**src/rtl/bcd_pkg.sv**
```systemverilog
// ============================================================================
//  Module      : bcd_pkg
//  Description : Shared constants, state encoding and index-width helper for
//                the BCD decode/serialize block.
//  Revision    : 1.0  initial release
// ============================================================================
`default_nettype none

package bcd_pkg;

    localparam int BCD_W   = 4;
    localparam int NUM_DEC = 10;
    localparam int BCD_MAX = 9;

    typedef enum logic [0:0] {
        ST_IDLE = 1'b0,
        ST_BUSY = 1'b1
    } state_t;

    // Digit index width, never narrower than one bit so DIGITS=1 still has a port.
    function automatic int idx_w(input int n);
        return (n <= 2) ? 1 : $clog2(n);
    endfunction

endpackage

`default_nettype wire

```
**src/rtl/bcd_onehot_dec.sv**
```systemverilog
// ============================================================================
//  Module      : bcd_onehot_dec
//  Description : Combinational 4-bit BCD to 10-way one-hot decoder with an
//                invalid-code flag for codes 10..15.
//  Revision    : 1.0  initial release
// ============================================================================
`default_nettype none

module bcd_onehot_dec
    import bcd_pkg::*;
(
    input  logic [BCD_W-1:0]   bcd_i,
    output logic [NUM_DEC-1:0] onehot_o,
    output logic               invalid_o
);

    always_comb begin
        onehot_o  = '0;
        invalid_o = 1'b0;
        if (bcd_i > BCD_W'(BCD_MAX)) begin
            invalid_o = 1'b1;
        end else begin
            onehot_o = NUM_DEC'(1) << bcd_i;
        end
    end

endmodule

`default_nettype wire

```
**src/rtl/bcd_dec_serializer.sv**
```systemverilog
// ============================================================================
//  Module      : bcd_dec_serializer
//  Description : Accepts a packed multi-digit BCD word and emits one one-hot
//                decimal decode per digit, MSD first, with optional leading-
//                zero blanking and sticky invalid-code detection.
//  Revision    : 1.0  initial release
// ============================================================================
`default_nettype none

module bcd_dec_serializer
    import bcd_pkg::*;
#(
    parameter  int DIGITS = 4,
    localparam int IDXW   = idx_w(DIGITS)
) (
    input  logic                    clk,
    input  logic                    rst,
    input  logic                    in_valid,
    output logic                    in_ready,
    input  logic [BCD_W*DIGITS-1:0] in_bcd,
    input  logic                    blank_en,
    output logic                    out_valid,
    input  logic                    out_ready,
    output logic [NUM_DEC-1:0]      out_onehot,
    output logic [IDXW-1:0]         out_idx,
    output logic                    out_last,
    output logic                    out_err,
    output logic                    err_sticky,
    input  logic                    err_clr
);

    state_t                  state_q;
    logic [BCD_W*DIGITS-1:0] word_q;
    logic [IDXW-1:0]         idx_q;
    logic                    blank_q;
    logic                    err_sticky_q;

    logic [BCD_W-1:0]        w_digit;
    logic [NUM_DEC-1:0]      w_dec;
    logic                    w_invalid;
    logic                    w_busy;
    logic                    w_last;
    logic                    w_blank_now;
    logic                    w_accept;
    logic                    w_xfer;

    always_comb begin
        w_digit = '0;
        for (int i = 0; i < DIGITS; i++) begin
            if (idx_q == IDXW'(i)) begin
                w_digit = word_q[i*BCD_W +: BCD_W];
            end
        end
    end

    bcd_onehot_dec u_dec (
        .bcd_i     (w_digit),
        .onehot_o  (w_dec),
        .invalid_o (w_invalid)
    );

    assign w_busy      = (state_q == ST_BUSY);
    assign w_last      = w_busy && (idx_q == '0);
    assign w_xfer      = w_busy && out_ready;
    // Ready during the final beat lets the next word load with no bubble.
    assign in_ready    = !w_busy || (out_ready && w_last);
    assign w_accept    = in_valid && in_ready;
    assign w_blank_now = blank_q && (w_digit == '0) && (idx_q != '0);

    assign out_valid   = w_busy;
    assign out_onehot  = (w_busy && !w_blank_now) ? w_dec : '0;
    assign out_err     = w_busy && w_invalid;
    assign out_idx     = idx_q;
    assign out_last    = w_last;
    assign err_sticky  = err_sticky_q;

    always_ff @(posedge clk or posedge rst) begin
        if (rst) begin
            state_q      <= ST_IDLE;
            word_q       <= '0;
            idx_q        <= '0;
            blank_q      <= 1'b0;
            err_sticky_q <= 1'b0;
        end else begin
            if (w_xfer && out_err) begin
                err_sticky_q <= 1'b1;
            end else if (err_clr) begin
                err_sticky_q <= 1'b0;
            end

            if (w_accept) begin
                word_q  <= in_bcd;
                blank_q <= blank_en;
                idx_q   <= IDXW'(DIGITS - 1);
                state_q <= ST_BUSY;
            end else if (w_xfer) begin
                if (w_last) begin
                    state_q <= ST_IDLE;
                end else begin
                    idx_q <= idx_q - IDXW'(1);
                end
                // Any nonzero code, valid or not, ends the leading-zero run.
                if (w_digit != '0) begin
                    blank_q <= 1'b0;
                end
            end
        end
    end

endmodule

`default_nettype wire
```
**config.mk**
```make
export PLATFORM = sky130hd
export DESIGN_NAME = bcd_dec_serializer
export DESIGN_NICKNAME = d
export VERILOG_FILES = /design/src/rtl/bcd_pkg.sv /design/src/rtl/bcd_onehot_dec.sv /design/src/rtl/bcd_dec_serializer.sv
export SDC_FILE = /design/constraint.sdc
export NUM_CORES = 1
export LEC_CHECK = 0
export ABC_AREA = 1
export BUFFER_PORTS_ARGS = -buffer_cell sky130_fd_sc_hd__buf_2
export CORE_ASPECT_RATIO = 1.25
export CORE_MARGIN = 5
export CORE_UTILIZATION = 50
export DETAILED_ROUTE_END_ITERATION = 8
export HOLD_SLACK_MARGIN = 0.1
export MAX_ROUTING_LAYER = met4
export PLACE_DENSITY_LB_ADDON = 0.3
export SYNTH_ARGS = -nofsm -noshare
export SYNTH_HDL_FRONTEND = slang
export SYNTH_SLANG_ARGS = --single-unit
```
**constraint.sdc**
```tcl
create_clock -name clk -period 2.2 [get_ports clk]
set_clock_uncertainty 0.1 [all_clocks]
set_input_delay 0.44 -clock clk [delete_from_list [all_inputs] [get_ports clk]]
set_output_delay 0.44 -clock clk [all_outputs]
set_load 0.01 [all_outputs]
```
Yosys cells after proc, flatten, opt, wreduce, memory -nomap -nowiden
Index checks and enable logic that the tools add are counted.

Register bits after elaboration: 21. Input port bits: 22. Output and inout port bits: 17. Logic and storage cells: 53.

Add/subtract/negate cells: 1. Magnitude comparators: 1. Eq/ne operators: 4. Shift operators: 1. Muxes and demuxes: 18. Reductions and logical operators: 23.

Operator list (number): $mux 10 (2); $mux 4 (4); $reduce_bool 2->1 (5); $shl 1x4->10 const A (1); $logic_and 1x1->1 (9); $mux 1 (9); $mux 2 (3); $reduce_and 2->1 (3); $eq 2x2->1 const B (2); $gt 4x4->1 const B (1); $logic_not 4->1 (1); $reduce_bool 4->1 (1); $eq 2x1->1 const B (1); $logic_not 1->1 (2); $logic_not 2->1 (1); $ne 2x1->1 const B (1); $sub 2x1->2 const B (1); $logic_or 1x1->1 (1).

Logic depth before layout (Yosys ltp)
Gate-level depths: netlist of the first run.

Word-level depth: 11. Gate-level depth with buffers: 12. Mapped depth without buffers: 12.

By module
Synthesis of the first run repeated with hierarchy kept, for this count alone.

Cell total of the unflattened synthesis: 188. Area, all modules: 1265.0 µm².

By module, submodules not included: bcd_dec_serializer (times used 1, cells an instance 165, area an instance 1173.6 µm², seq. area each 525.5 µm²); bcd_onehot_dec (times used 1, cells an instance 23, area an instance 91.3 µm², seq. area each 0.0 µm²).

Least setup slack after synthesis of the first run
No wires, ideal clock.

Kind: register -> output. Start: reg idx_q[0], in the netlist out_idx[0]. End: out out_onehot[5]. Arrival: 1.580 ns. Required time: 1.660 ns. Path slack: 0.080 ns. Cell stages (with the launch flop): 11. Buffers on the path: 0. Cells stage by stage: dfrtp_1 > inv_1 > ha_1 > nand2_1 > nand2_1 > nand3_2 > a21oi_4 > nor2_4 > nand3_2 > nand2_2 > nor2_1.

Cells in the longest elaborated chain, start to end: 11. Elaborated cells between the ends (all ways): 18. Classes of those cells: order compare: 1; eq/ne: 3; shift: 1; mux: 6; reduce/logical: 7.

RTL lines: from (decl) (line bcd_dec_serializer.sv:34) `logic [IDXW-1:0] idx_q;`; from (signal assigned) (line bcd_dec_serializer.sv:94) `idx_q <= IDXW'(DIGITS - 1);`; from (signal assigned) (line bcd_dec_serializer.sv:100) `idx_q <= idx_q - IDXW'(1);`; branches (longest 10 deep; another with $gt 4x4->1); $mux 10 (*) (line bcd_dec_serializer.sv:71) `assign out_onehot = (w_busy && !w_blank_now) ? w_dec : '0;`; to (decl) (line bcd_dec_serializer.sv:24) `output logic [NUM_DEC-1:0] out_onehot,`.

Mark *: on every way between the ends.

Worst setup path in the final report of the first run
Start: reg idx_q[1], in the netlist out_idx[1]. End: out out_onehot[0].

The elaborated chain is that of the path after synthesis.

==> results of run 1 <==
## area by class of cell
class	count	area (um2)	area share (%)
clock buffers	3	22.52	1.255
clock inverters	1	5.005	0.2789
inverters	24	95.09	5.300
multi-input cells	125	758.2	42.26
flip-flops and latches	21	528.0	29.43
well taps	33	41.29	2.301
repair buffers	56	344.1	19.18
## worst paths after layout
kind / startpoint / to / cells past startpoint
min: rst / word_q[9]$_DFFE_PP0P_ / 2
min reg2reg: err_sticky$_DFFE_PP0P_ / err_sticky$_DFFE_PP0P_ / 2
max in group asynchronous: rst / out_idx[0]$_DFFE_PP0P_ / 2
max reg2reg: out_idx[0]$_DFFE_PP0P_ / out_idx[0]$_DFFE_PP0P_ / 11
max: out_idx[1]$_DFFE_PP0P_ / out_onehot[0] / 12
min in group clk: in_bcd[2] / word_q[2]$_DFFE_PP0P_ / 3
## critical path, cell delays in order, from the launching register on
cell and delay (ps):
dfrtp_2 440, buf_4 150, ha_4 190, a21oi_2 130, nand2_1 90, nand2_2 80, nand2_4 70, nor2_4 140
nand2_2 110, nor2_2 100, nand3_1 70, inv_1 70, buf_2 120
## timing repair
| item | CTS | global route |
|---|---|---|
| setup endpoints to repair | 11 | 13 |
| hold buffers | 0 | 0 |
| pin swaps | 7 | 9 |
| resized for setup | 21 | 17 |
| hold endpoints to repair | 0 | 0 |
| setup buffers | 7 | 6 |
## cells in the final DEF (no fill, tap or decap)
master,instances
dfrtp_1,19
o21ai_0,6
a31oi_1,1
buf_2,37
nand3_4,1
buf_6,1
nand3_1,7
clkinv_2,1
ha_4,4
a21oi_1,3
nand2_1,59
nand3_2,2
inv_2,6
nor2_4,3
a21boi_2,1
buf_4,17
inv_4,2
a21oi_4,3
a21oi_2,1
nand2_4,2
dfrtp_2,2
nand2_2,11
nor2_2,5
nor2_1,7
nor3_2,1
buf_12,1
inv_1,16
nand4_1,6
o21ai_1,1
clkbuf_4,3
o21ai_2,1
## cell families after synthesis
group,after synthesis,share of synthesized area [%]
AND/OR/NAND/NOR,104,37.51
AO/OA/AOI/OAI,17,8.717
adder cells (fa/ha/maj),4,3.918
flip-flops,21,41.14
buffers and inverters,28,8.717
## per-layer routing
metal / up-vias / track usage (%) / part of all wire, % / routed length [um]
li1: 656 / - / - / -
met1: 614 / 20.10 / 38 / 1361
met2: 56 / 39.94 / 53 / 1887
met3: 11 / 4.070 / 6.2 / 223
met4: 0 / 11.25 / 3.3 / 120
met5: - / - / 0 / 0
## per-stage QoR
stage               setup TNS (ps)  instance area (um2)  cells
floorplan                        0                 1277    174
global placement            -183.2                 1525    246
detailed placement          -800.8                 1525    246
CTS                          -3277                 1688    257
global route                 -5255                 1794    263
finish                       -3935                 1794    263
## state kept, by name (all words and copies together), names as in the netlist
| signal | cells |
|---|---|
| word_q | 16 |
| err_sticky | 1 |
| out_valid | 1 |
| blank_q | 1 |
| out_idx | 2 |
## power groups by stage
stage / Clock [mW] / Combinational, mW / Sequential, mW
2_1_floorplan: 0 / 1.15 / 0.654
3_3_place_gp: 0 / 1.55 / 0.673
3_5_place_dp: 0 / 1.61 / 0.679
4_1_cts: 0.194 / 1.93 / 0.687
5_1_grt: 0.214 / 2.45 / 0.723
6_report: 0.195 / 2.24 / 0.701
==> PnR_summary.wiki, run 1 <==
{| class="wikitable"
! Metric !! Value
|-
| Run status || finished with violations
|-
| Failing checks || negative setup slack
|-
| Starting DRC count in detailed routing || 46
|-
| Internal reg-to-reg setup slack || about 70 ps
|-
| Total number of placement rows || 20
|-
| Slew headroom || 46.44%
|-
| Timing-limited maximum frequency || about 380 MHz
|-
| Number of violations of the max-capacitance limit || 0
|-
| Final cell utilization of the core || 73.16%
|-
| Final routed DRC violation total || 0
|-
| List of most frequent post-synthesis cells || nand2_1, inv_1, dfrtp_1, nor2_1
|-
| Placed wire-length estimate || 2450 um
|-
| RSZ-0062 raised after global routing || true
|-
| Sw frac || 48.99%
|-
| Global placer's final weighted congestion || between 0.8 and 0.9
|-
| First-pass GRT wire length || 5975 um
|-
| Total length of routed wires || 3592 um
|-
| Leakage component of the power || roughly 0.99 nW
|-
| Share of the yosys chip area belonging to registers || 41.14%
|-
| Total CTS buffers || 3
|-
| TritonCTS clock tree || done
|-
| # port buffers || 38
|-
| Main flop type after synthesis || dfrtp_1
|-
| Overall track demand over capacity in global routing || about a fifth
|-
| Main area contributors after synthesis || dfrtp_1, nand2_1, inv_1, ha_1, nor2_1
|-
| Final-report setup violation count || 11
|-
| Required time of the critical path || approximately 1700 ps
|-
| Source-to-sink clock delay at the later pin of the worst-skew pair || between 300 and 400 ps
|-
| VDD IR-drop max || a little over 0.9 mV
|-
| Leftover overflow at the end of global routing || 0
|-
| TritonCTS sink count || 21
|-
| Part of the total power dissipated in combinational logic || 71.5%
|-
| CP Data Arrival Time || roughly 2100 ps
|-
| X dimension of the die || 55.21 um
|-
| Synthesized instance count || about 170
|-
| Worst-case setup slack after placement || -117.0 ps
|-
| Actual slew at the worst max-slew pin || about 800 ps
|-
| Max-slew violation total from the final report || 0
|-
| Part of the power in registers || around 22%
|-
| Iteration count of the initial detailed-routing pass || 4
|-
| Worst hold-check slack || ~140 ps
|-
| Post-synth EDFFs || 0
|-
| Critical path startpoint category || flop
|-
| Critical Path End Type || output pin
|-
| Via count of the first global-routing pass || between 1,000 and 1,500
|-
| Die area || about 0.0037 mm2
|-
| Proportion of synthesized flip-flops having asynchronous set or reset || 100.0%
|-
| Post-synthesis register bit count || 21
|-
| Area inside the core boundary || approximately 0.0025 mm2
|-
| Setup WS post-layout || -400.0 ps
|-
| Average instance area after synthesis || ~7.3 um2
|-
| Area delta synth->final || 40.45%
|-
| Total chip power || 3.140 mW
|-
| WL/cell || approximately 14 um
|-
| Total power density per cell area || approximately 1700 mW/mm2
|-
| Number of filler cells placed in the layout || between 150 and 200
|-
| Type of the setup path with the least slack || flop to output pin
|-
| Final hold vios || 0
|-
| Highest net fanout along the worst path || 6
|-
| Maximum number of pins on one net before global-route repair || 23
|-
| Portion of synthesized cell area occupied by the leading cell type || 41.14%
|-
| Antenna-violating nets left || 0
|-
| Die boundary height || ~67 um
|-
| Internal || roughly 1.6 mW
|-
| Number of antenna violations at the first check in global routing || 0
|-
| Final #Nets || about 260
|-
| Initial Utilization || a little over half
|-
| Count of vias placed by the detailed router || between 1,000 and 1,500
|-
| Tightest Hold Check Type || input port to async pin
|-
| Via-to-Cell Ratio || ~5
|-
| Diodes inserted || 0
|-
| Clk Tree Root Cell || clkbuf_4
|-
| Summed instance area of the synthesized netlist || around 0.0013 mm2
|-
| Clock transition at the registers of the reported paths || 120 ps
|-
| Share of post-route cells with drive strength above 1 || between 40 and 50%
|-
| Net Count, Synth || 200
|-
| Cell taking the most area after synthesis || dfrtp_1
|-
| Most numerous cell in the Yosys netlist || nand2_1
|-
| Number of H-tree branching levels || 1
|-
| Time the worst path needs with I/O delays and setup || roughly 2600 ps
|-
| Clock network power share || slightly above 6%
|-
| Io pins || 39
|-
| Post-route clock period utilization || 118.2%
|-
| Switching Power || between 1.5 and 2 mW
|-
| Max clock buf depth || 2
|-
| Count of unique library cells instantiated by Yosys || 23
|-
| Number of warnings printed during yosys synthesis || 0
|}
Power figures use the tool's default switching activity.
==> run 2: changes to the inputs <==
--- a/config.mk
+++ b/config.mk
@@ -14,6 +14,8 @@
 export HOLD_SLACK_MARGIN = 0.1
 export MAX_ROUTING_LAYER = met4
 export PLACE_DENSITY_LB_ADDON = 0.3
+export SKIP_CTS_REPAIR_TIMING = 1
 export SYNTH_ARGS = -nofsm -noshare
 export SYNTH_HDL_FRONTEND = slang
+export SYNTH_HIERARCHICAL = 1
 export SYNTH_SLANG_ARGS = --single-unit
==> constraint.sdc (replaced) <==
create_clock -name clk -period 2.65 [get_ports clk]
set_clock_uncertainty 0.1 [all_clocks]
set_input_delay 0.53 -clock clk [delete_from_list [all_inputs] [get_ports clk]]
set_output_delay 0.53 -clock clk [all_outputs]
set_load 0.01 [all_outputs]
==> PnR_summary.wiki, run 2 <==
{| class="wikitable"
! Metric !! Value
|-
| Slew headroom || 50.46% (was 46.44%)
|-
| Number of warnings printed during yosys synthesis || 6 (was 0)
|-
| Most used cells in the layout excluding fill and tap cells || nand2_1, buf_2, nor2_1, inv_1, dfrtp_1 (was nand2_1, buf_2, dfrtp_1, buf_4, inv_1)
|-
| Setup WS post-layout || -17.71 ps (was -400.0 ps)
|-
| Timing-limited maximum frequency || roughly 370 MHz
|-
| Count of unique library cells instantiated by Yosys || 18 (was 23)
|-
| Post-route clock period utilization || 100.7%
|-
| Number of H-tree branching levels || 1 (unchanged)
|-
| Most numerous cell in the Yosys netlist || nand2_1 (unchanged)
|-
| Final routed DRC violation total || 0 (unchanged)
|-
| # port buffers || 38 (unchanged)
|-
| Final #Nets || 257 (unchanged)
|-
| Via-to-Cell Ratio || 4.646 (was 5.084)
|-
| Total number of placement rows || 20 (unchanged)
|-
| Main area contributors after synthesis || dfrtp_1, nand2_1, nor2_1, inv_1, ha_1 (was dfrtp_1, nand2_1, inv_1, ha_1, nor2_1)
|-
| Iteration count of the initial detailed-routing pass || 4 (unchanged)
|-
| Starting DRC count in detailed routing || 36 (was 46)
|-
| RSZ-0062 raised after global routing || true (unchanged)
|-
| Critical path startpoint category || flop (unchanged)
|-
| Io pins || 39 (unchanged)
|-
| First-pass GRT wire length || 4291 um (was 5975 um)
|-
| Placed wire-length estimate || 2057 um (was 2450 um)
|-
| Initial Utilization || 52.11% (was 52.09%)
|-
| Stage delay of the slowest cell on the critical path || 480 ps (was 440 ps)
|-
| Required time of the critical path || 2020 ps (was 1660 ps)
|-
| Count of vias placed by the detailed router || 1,222 (was 1,337)
|-
| CP Data Arrival Time || 2040 ps (was 2060 ps)
|-
| WL/cell || 10.37 um (was 13.66 um)
|-
| Actual slew at the worst max-slew pin || 742.3 ps (was 802.5 ps)
|-
| Crit Reg-Reg Startpoint || out_idx[0]$_DFFE_PP0P_ (unchanged)
|-
| Overall track demand over capacity in global routing || 16.51% (was 21.05%)
|-
| Number of flip-flops under the largest register name || 16 (unchanged)
|-
| Max clock buf depth || 2 (unchanged)
|-
| Maximum number of pins on one net before global-route repair || 22 (was 23)
|-
| Diodes inserted || 0 (unchanged)
|-
| Portion of synthesized cell area occupied by the leading cell type || 41.54% (was 41.14%)
|-
| Total length of routed wires || 2727 um (was 3592 um)
|-
| Average instance area after synthesis || 6.729 um2 (was 7.342 um2)
|-
| Cell type with the highest occurrence count on the critical path || nor2_1 (was nand2_2)
|-
| Clk Tree Root Cell || clkbuf_4 (unchanged)
|-
| Most frequent standard cell in the layout excluding fill and tap cells || nand2_1 (unchanged)
|-
| Number of violations of the max-capacitance limit || 0 (unchanged)
|-
| VDD IR-drop max || 0.7950 mV (was 0.9305 mV)
|-
| Worst hold-check slack || 231.8 ps (was 140.5 ps)
|-
| Post-synth EDFFs || 0 (unchanged)
|-
| Global placer's final weighted congestion || 0.7684 (was 0.8591)
|-
| Synthesized instance count || 188 (was 174)
|-
| Via count of the first global-routing pass || 1,049 (was 1,425)
|-
| Internal reg-to-reg setup slack || 730 ps (was 70 ps)
|-
| TritonCTS sink count || 21 (unchanged)
|-
| Slowest cell on crit path || dfrtp_2 (unchanged)
|-
| Antenna-violating nets left || 0 (unchanged)
|-
| Source-to-sink clock delay at the later pin of the worst-skew pair || 300 ps (was 320 ps)
|-
| Number of filler cells placed in the layout || 240 (was 194)
|-
| Main flop type after synthesis || dfrtp_1 (unchanged)
|-
| Total CTS buffers || 3 (unchanged)
|-
| Post-synthesis register bit count || 21 (unchanged)
|-
| Net Count, Synth || 214 (was 200)
|-
| Share of post-route cells with drive strength above 1 || 31.74% (was 45.65%)
|-
| Run status || finished with violations (unchanged)
|-
| Die area || 0.003642 mm2 (was 0.003672 mm2)
|-
| Critical Path End Type || output pin (unchanged)
|-
| CP cell instances || inv_4 > ha_4 > inv_2 > nor2_1 > nor2_1 > nand2_1 > nand2_2 > nor2_4 > nand2_4 > o21ai_4 > nor2_1 > buf_2 (was buf_4 > ha_4 > a21oi_2 > nand2_1 > nand2_2 > nand2_4 > nor2_4 > nand2_2 > nor2_2 > nand3_1 > inv_1 > buf_2)
|-
| Time the worst path needs with I/O delays and setup || 2668 ps
|-
| Highest net fanout along the worst path || 6 (unchanged)
|-
| Die boundary height || 66.24 um (was 66.52 um)
|-
| Proportion of synthesized flip-flops having asynchronous set or reset || 100.0% (unchanged)
|-
| Total power density per cell area || 1367 mW/mm2 (was 1750 mW/mm2)
|-
| Tightest Hold Check Type || input port to async pin (unchanged)
|-
| Area delta synth->final || 27.00% (was 40.45%)
|-
| Share of the yosys chip area belonging to registers || 41.54% (was 41.14%)
|-
| Cell taking the most area after synthesis || dfrtp_1 (unchanged)
|-
| Terminus of the critical flop-to-flop path || out_idx[0]$_DFFE_PP0P_ (unchanged)
|-
| Clock transition at the registers of the reported paths || 110 ps (was 120 ps)
|-
| Final-report setup violation count || 8 (was 11)
|-
| Total chip power || 2.196 mW (was 3.140 mW)
|-
| Type of the setup path with the least slack || flop to output pin (unchanged)
|-
| Max-slew violation total from the final report || 0 (unchanged)
|-
| Leftover overflow at the end of global routing || 0 (unchanged)
|-
| Area inside the core boundary || 0.002427 mm2 (was 0.002452 mm2)
|-
| Final hold vios || 0 (unchanged)
|-
| Final sum of negative setup slack || -85.37 ps (was -3935 ps)
|-
| Cell depth of the worst flop-to-flop path || 8 (was 11)
|-
| X dimension of the die || 54.99 um (was 55.21 um)
|-
| Leakage component of the power || 0.8922 nW (was 0.9934 nW)
|-
| Failing checks || negative setup slack (unchanged)
|-
| Most flops, register || word_q (unchanged)
|-
| TritonCTS clock tree || done (unchanged)
|-
| List of most frequent post-synthesis cells || nand2_1, nor2_1, inv_1, dfrtp_1, a21oi_1 (was nand2_1, inv_1, dfrtp_1, nor2_1)
|-
| Number of antenna violations at the first check in global routing || 0 (unchanged)
|-
| Summed instance area of the synthesized netlist || 0.001265 mm2 (was 0.001277 mm2)
|}
[run 2: critical path, delay by kind of cell, from the launching register on]
kind | cells | cell delay (ps)
compound gates | 1 | 200
fa+ha+maj | 1 | 180
buf+inv | 3 | 300
flops | 1 | 480
simple gates | 7 | 580
[run 2: metal layers]
layer | part of all wire, % | GRT usage [%] | routed length (um) | vias up
met3 | 5.0 | 2.709 | 137 | 5
met2 | 50 | 26.48 | 1375 | 33
met1 | 42 | 19.52 | 1157 | 538
li1 | - | - | - | 646
met5 | 0 | - | 0 | -
met4 | 2.1 | 8.207 | 57 | 0
[run 2: per-stage QoR]
| step | utilization (%) | cell area, um2 | instances | setup slack (ps) |
|---|---|---|---|---|
| after floorplan | - | 1265 | 188 | 386.1 |
| after global placement | 60.62 | 1471 | 256 | 170.1 |
| after detailed placement | 60.62 | 1471 | 256 | 131.4 |
| after global routing | 66.19 | 1607 | 263 | -156.9 |
| final | 66.19 | 1607 | 263 | -17.71 |
| after CTS | 61.70 | 1498 | 260 | -232.1 |
[run 2: kinds of logic (layout without fill, tap and decap cells)]
| family | count (synthesis) | in the layout | share of synthesized area [%] |
|---|---|---|---|
| buffers and inverters | 32 | 73 | 10.88 |
| and+or+nand+nor | 118 | 118 | 37.09 |
| adders and majority gates | 4 | 4 | 3.957 |
| AOI/OAI and AO/OA | 13 | 14 | 6.529 |
| DFF | 21 | 21 | 41.54 |
[run 2: power by group]
part	switching, mW	total (mW)	internal, mW
registers	0.131	0.605	0.474
logic	0.889	1.44	0.551
clock network	0.0919	0.151	0.0588
[run 2: worst max-delay path by stage]
| stage | start | end | slack (ps) |
|---|---|---|---|
| after global placement | out_idx[0]$_DFFE_PP0P_ | out_onehot[9] | 170 |
| after floorplan | out_idx[0]$_DFFE_PP0P_ | out_onehot[0] | 390 |
| final | out_idx[0]$_DFFE_PP0P_ | out_onehot[9] | -20 |
| after detailed placement | out_idx[0]$_DFFE_PP0P_ | out_onehot[9] | 130 |
| after CTS | out_idx[0]$_DFFE_PP0P_ | out_onehot[9] | -230 |
| after global routing | out_idx[1]$_DFFE_PP0P_ | out_onehot[3] | -160 |
[run 2: cell type report]
cell class | count | area, um2 | area share (%)
Tap cell | 33 | 41.29 | 2.570
Timing Repair Buffer | 41 | 212.7 | 13.24
Clock buffer | 4 | 26.28 | 1.636
Inverter | 28 | 107.6 | 6.698
Sequential cell | 21 | 528.0 | 32.87
Multi-Input combinational cell | 136 | 690.7 | 42.99
==> run 3: changes to the inputs <==
--- a/config.mk
+++ b/config.mk
@@ -14,7 +14,9 @@
 export HOLD_SLACK_MARGIN = 0.1
 export MAX_ROUTING_LAYER = met4
 export PLACE_DENSITY_LB_ADDON = 0.3
+export REMOVE_ABC_BUFFERS = 1
 export SKIP_CTS_REPAIR_TIMING = 1
+export SLEW_MARGIN = 0
 export SYNTH_ARGS = -nofsm -noshare
 export SYNTH_HDL_FRONTEND = slang
 export SYNTH_HIERARCHICAL = 1
==> PnR_summary.wiki, run 3 (synthesis results as in run 2) <==
{| class="wikitable"
! Metric !! Value
|-
| # port buffers || 38 (unchanged)
|-
| Io pins || 39 (unchanged)
|-
| Most used cells in the layout excluding fill and tap cells || nand2_1, buf_2, inv_1, nor2_1, dfrtp_1 (was nand2_1, buf_2, nor2_1, inv_1, dfrtp_1)
|-
| Starting DRC count in detailed routing || 22 (was 36)
|-
| Die area || 0.003642 mm2 (unchanged)
|-
| Most flops, register || word_q (unchanged)
|-
| Terminus of the critical flop-to-flop path || out_idx[0]$_DFFE_PP0P_ (unchanged)
|-
| Area inside the core boundary || 0.002427 mm2 (unchanged)
|-
| Final #Nets || 261 (was 257)
|-
| Total chip power || 2.364 mW (was 2.196 mW)
|-
| Part of the power in registers || 25.6% (was 27.5%)
|-
| Diodes inserted || 0 (unchanged)
|-
| Count of vias placed by the detailed router || 1,253 (was 1,222)
|-
| Critical Path End Type || output pin (unchanged)
|-
| Leakage component of the power || 0.9226 nW (was 0.8922 nW)
|-
| Timing-limited maximum frequency || 373.0 MHz (was 374.9 MHz)
|-
| Iteration count of the initial detailed-routing pass || 5 (was 4)
|-
| Leftover overflow at the end of global routing || 0 (unchanged)
|-
| Cell depth of the worst flop-to-flop path || 9 (was 8)
|-
| Number of H-tree branching levels || 1 (unchanged)
|-
| Highest net fanout along the worst path || 5 (was 6)
|-
| Required time of the critical path || 2020 ps (about the same)
|-
| Final routed DRC violation total || 0 (unchanged)
|-
| Max-slew violation total from the final report || 0 (unchanged)
|-
| Area delta synth->final || 32.05% (was 27.00%)
|-
| Failing checks || negative setup slack (unchanged)
|-
| Slew headroom || 49.58% (was 50.46%)
|-
| Total CTS buffers || 3 (unchanged)
|-
| TritonCTS clock tree || done (unchanged)
|-
| Switching Power || 1.190 mW (was 1.112 mW)
|-
| Worst-case setup slack after placement || 174.8 ps (was 131.4 ps)
|-
| Antenna-violating nets left || 0 (unchanged)
|-
| Crit Reg-Reg Startpoint || out_idx[0]$_DFFE_PP0P_ (unchanged)
|-
| First-pass GRT wire length || 4181 um (was 4291 um)
|-
| CP Data Arrival Time || 2050 ps (was 2040 ps)
|-
| Max clock buf depth || 2 (unchanged)
|-
| RSZ-0062 raised after global routing || true (unchanged)
|-
| Maximum number of pins on one net before global-route repair || 22 (unchanged)
|-
| Setup WS post-layout || -30.67 ps (was -17.71 ps)
|-
| Total power density per cell area || 1415 mW/mm2 (was 1367 mW/mm2)
|-
| Final cell utilization of the core || 68.81% (was 66.19%)
|-
| Post-route clock period utilization || 101.2% (was 100.7%)
|-
| Final hold vios || 0 (unchanged)
|-
| Final-report setup violation count || 8 (unchanged)
|-
| Internal reg-to-reg setup slack || 490 ps (was 730 ps)
|-
| Number of filler cells placed in the layout || 226 (was 240)
|-
| Via count of the first global-routing pass || 1,066 (was 1,049)
|-
| Die boundary height || 66.24 um (unchanged)
|-
| Time the worst path needs with I/O delays and setup || 2681 ps (was 2668 ps)
|-
| Most frequent standard cell in the layout excluding fill and tap cells || nand2_1 (unchanged)
|-
| VDD IR-drop max || 0.6841 mV (was 0.7950 mV)
|-
| Number of antenna violations at the first check in global routing || 0 (unchanged)
|-
| Clock network power share || 6.2% (was 6.9%)
|-
| Placed wire-length estimate || 1989 um (was 2057 um)
|-
| Overall track demand over capacity in global routing || 15.88% (was 16.51%)
|-
| Sw frac || 50.36% (was 50.62%)
|-
| Type of the setup path with the least slack || flop to output pin (unchanged)
|-
| Source-to-sink clock delay at the later pin of the worst-skew pair || 300 ps (about the same)
|-
| Total length of routed wires || 2895 um (was 2727 um)
|-
| Global placer's final weighted congestion || 0.7933 (was 0.7684)
|-
| Critical path startpoint category || flop (unchanged)
|-
| Number of flip-flops under the largest register name || 16 (unchanged)
|-
| Run status || finished with violations (unchanged)
|-
| Part of the total power dissipated in combinational logic || 68.1% (was 65.6%)
|-
| Clk Tree Root Cell || clkbuf_4 (unchanged)
|-
| Clock transition at the registers of the reported paths || 110 ps (about the same)
|-
| TritonCTS sink count || 21 (unchanged)
|-
| Via-to-Cell Ratio || 4.693 (was 4.646)
|-
| WL/cell || 10.84 um (was 10.37 um)
|-
| Initial Utilization || 52.11% (unchanged)
|-
| Share of post-route cells with drive strength above 1 || 35.04% (was 31.74%)
|-
| Internal || 1.174 mW (was 1.085 mW)
|-
| Actual slew at the worst max-slew pin || 755.5 ps (was 742.3 ps)
|-
| Total number of placement rows || 20 (unchanged)
|-
| Tightest Hold Check Type || input port to async pin (unchanged)
|-
| X dimension of the die || 54.99 um (unchanged)
|-
| Number of violations of the max-capacitance limit || 0 (unchanged)
|}
==> run 3: changes by cell type in the layout (fill, tap and decap cells not counted) <==
cell,delta
nor2_1,-6
nor2_2,+5
buf_4,+4
inv_2,-3
inv_4,+3
nand2_2,-2
nand2_4,+2
a21oi_1,+1
a21oi_2,-1
nor2_4,+1
==> run 3: area by class of cell <==
class,count,area [um2],area share (%)
clock buffer,4,26.28,1.573
inverter,28,115.1,6.891
multi-input combinational,136,716.9,42.92
sequential,21,528.0,31.61
tap,33,41.29,2.472
timing repair buffer,45,242.7,14.53
==> run 3: how the worst max path moves through the flow <==
stage | from | to | slack, ps | depth (start not counted)
after detailed placement | out_idx[0]$_DFFE_PP0P_ | out_onehot[3] | 170 | 12
after global routing | out_idx[0]$_DFFE_PP0P_ | out_onehot[3] | -200 | 12
after global placement | out_idx[1]$_DFFE_PP0P_ | out_onehot[0] | 230 | 12
final | out_idx[1]$_DFFE_PP0P_ | out_onehot[8] | -30 | 11
after floorplan | out_idx[0]$_DFFE_PP0P_ | out_idx[0]$_DFFE_PP0P_ | 330 | 8
after CTS | out_idx[0]$_DFFE_PP0P_ | out_onehot[3] | -170 | 12
==> run 3: per-stage QoR <==
step	setup TNS, ps	instances	instance area, um2	hold slack, ps
after floorplan	0	184	1232	341.6
after global routing	-1618	267	1670	295.5
after CTS	-1517	260	1498	274.7
after detailed placement	0	256	1471	367.0
after global placement	0	256	1471	359.7
final	-135.9	267	1670	243.2
==> run 3: worst max-delay path, stage by stage, from the launching register on <==
cell and delay [ps]:
dfrtp_2 450, inv_4 70, ha_4 180, a21oi_1 160
nand2_1 70, nand2_1 80, nand2_2 90, nor2_4 140
nand2_4 80, o21ai_4 200, nor2_1 70, buf_2 140
==> run 3: routing by layer <==
layer | wire length [um] | track usage [%] | vias to the layer above
li1 | - | - | 658
met4 | 57 | 6.079 | 0
met3 | 156 | 2.709 | 6
met2 | 1495 | 26.63 | 32
met5 | 0 | - | -
met1 | 1185 | 18.45 | 557
==> run 3: power groups by stage <==
stage	combinational, mW	sequential [mW]	clock (mW)
after floorplan	0.909	0.569	0
after global placement	1.20	0.579	0
after detailed placement	1.21	0.581	0
after CTS	1.22	0.574	0.151
after global routing	1.81	0.625	0.166
final	1.61	0.605	0.148
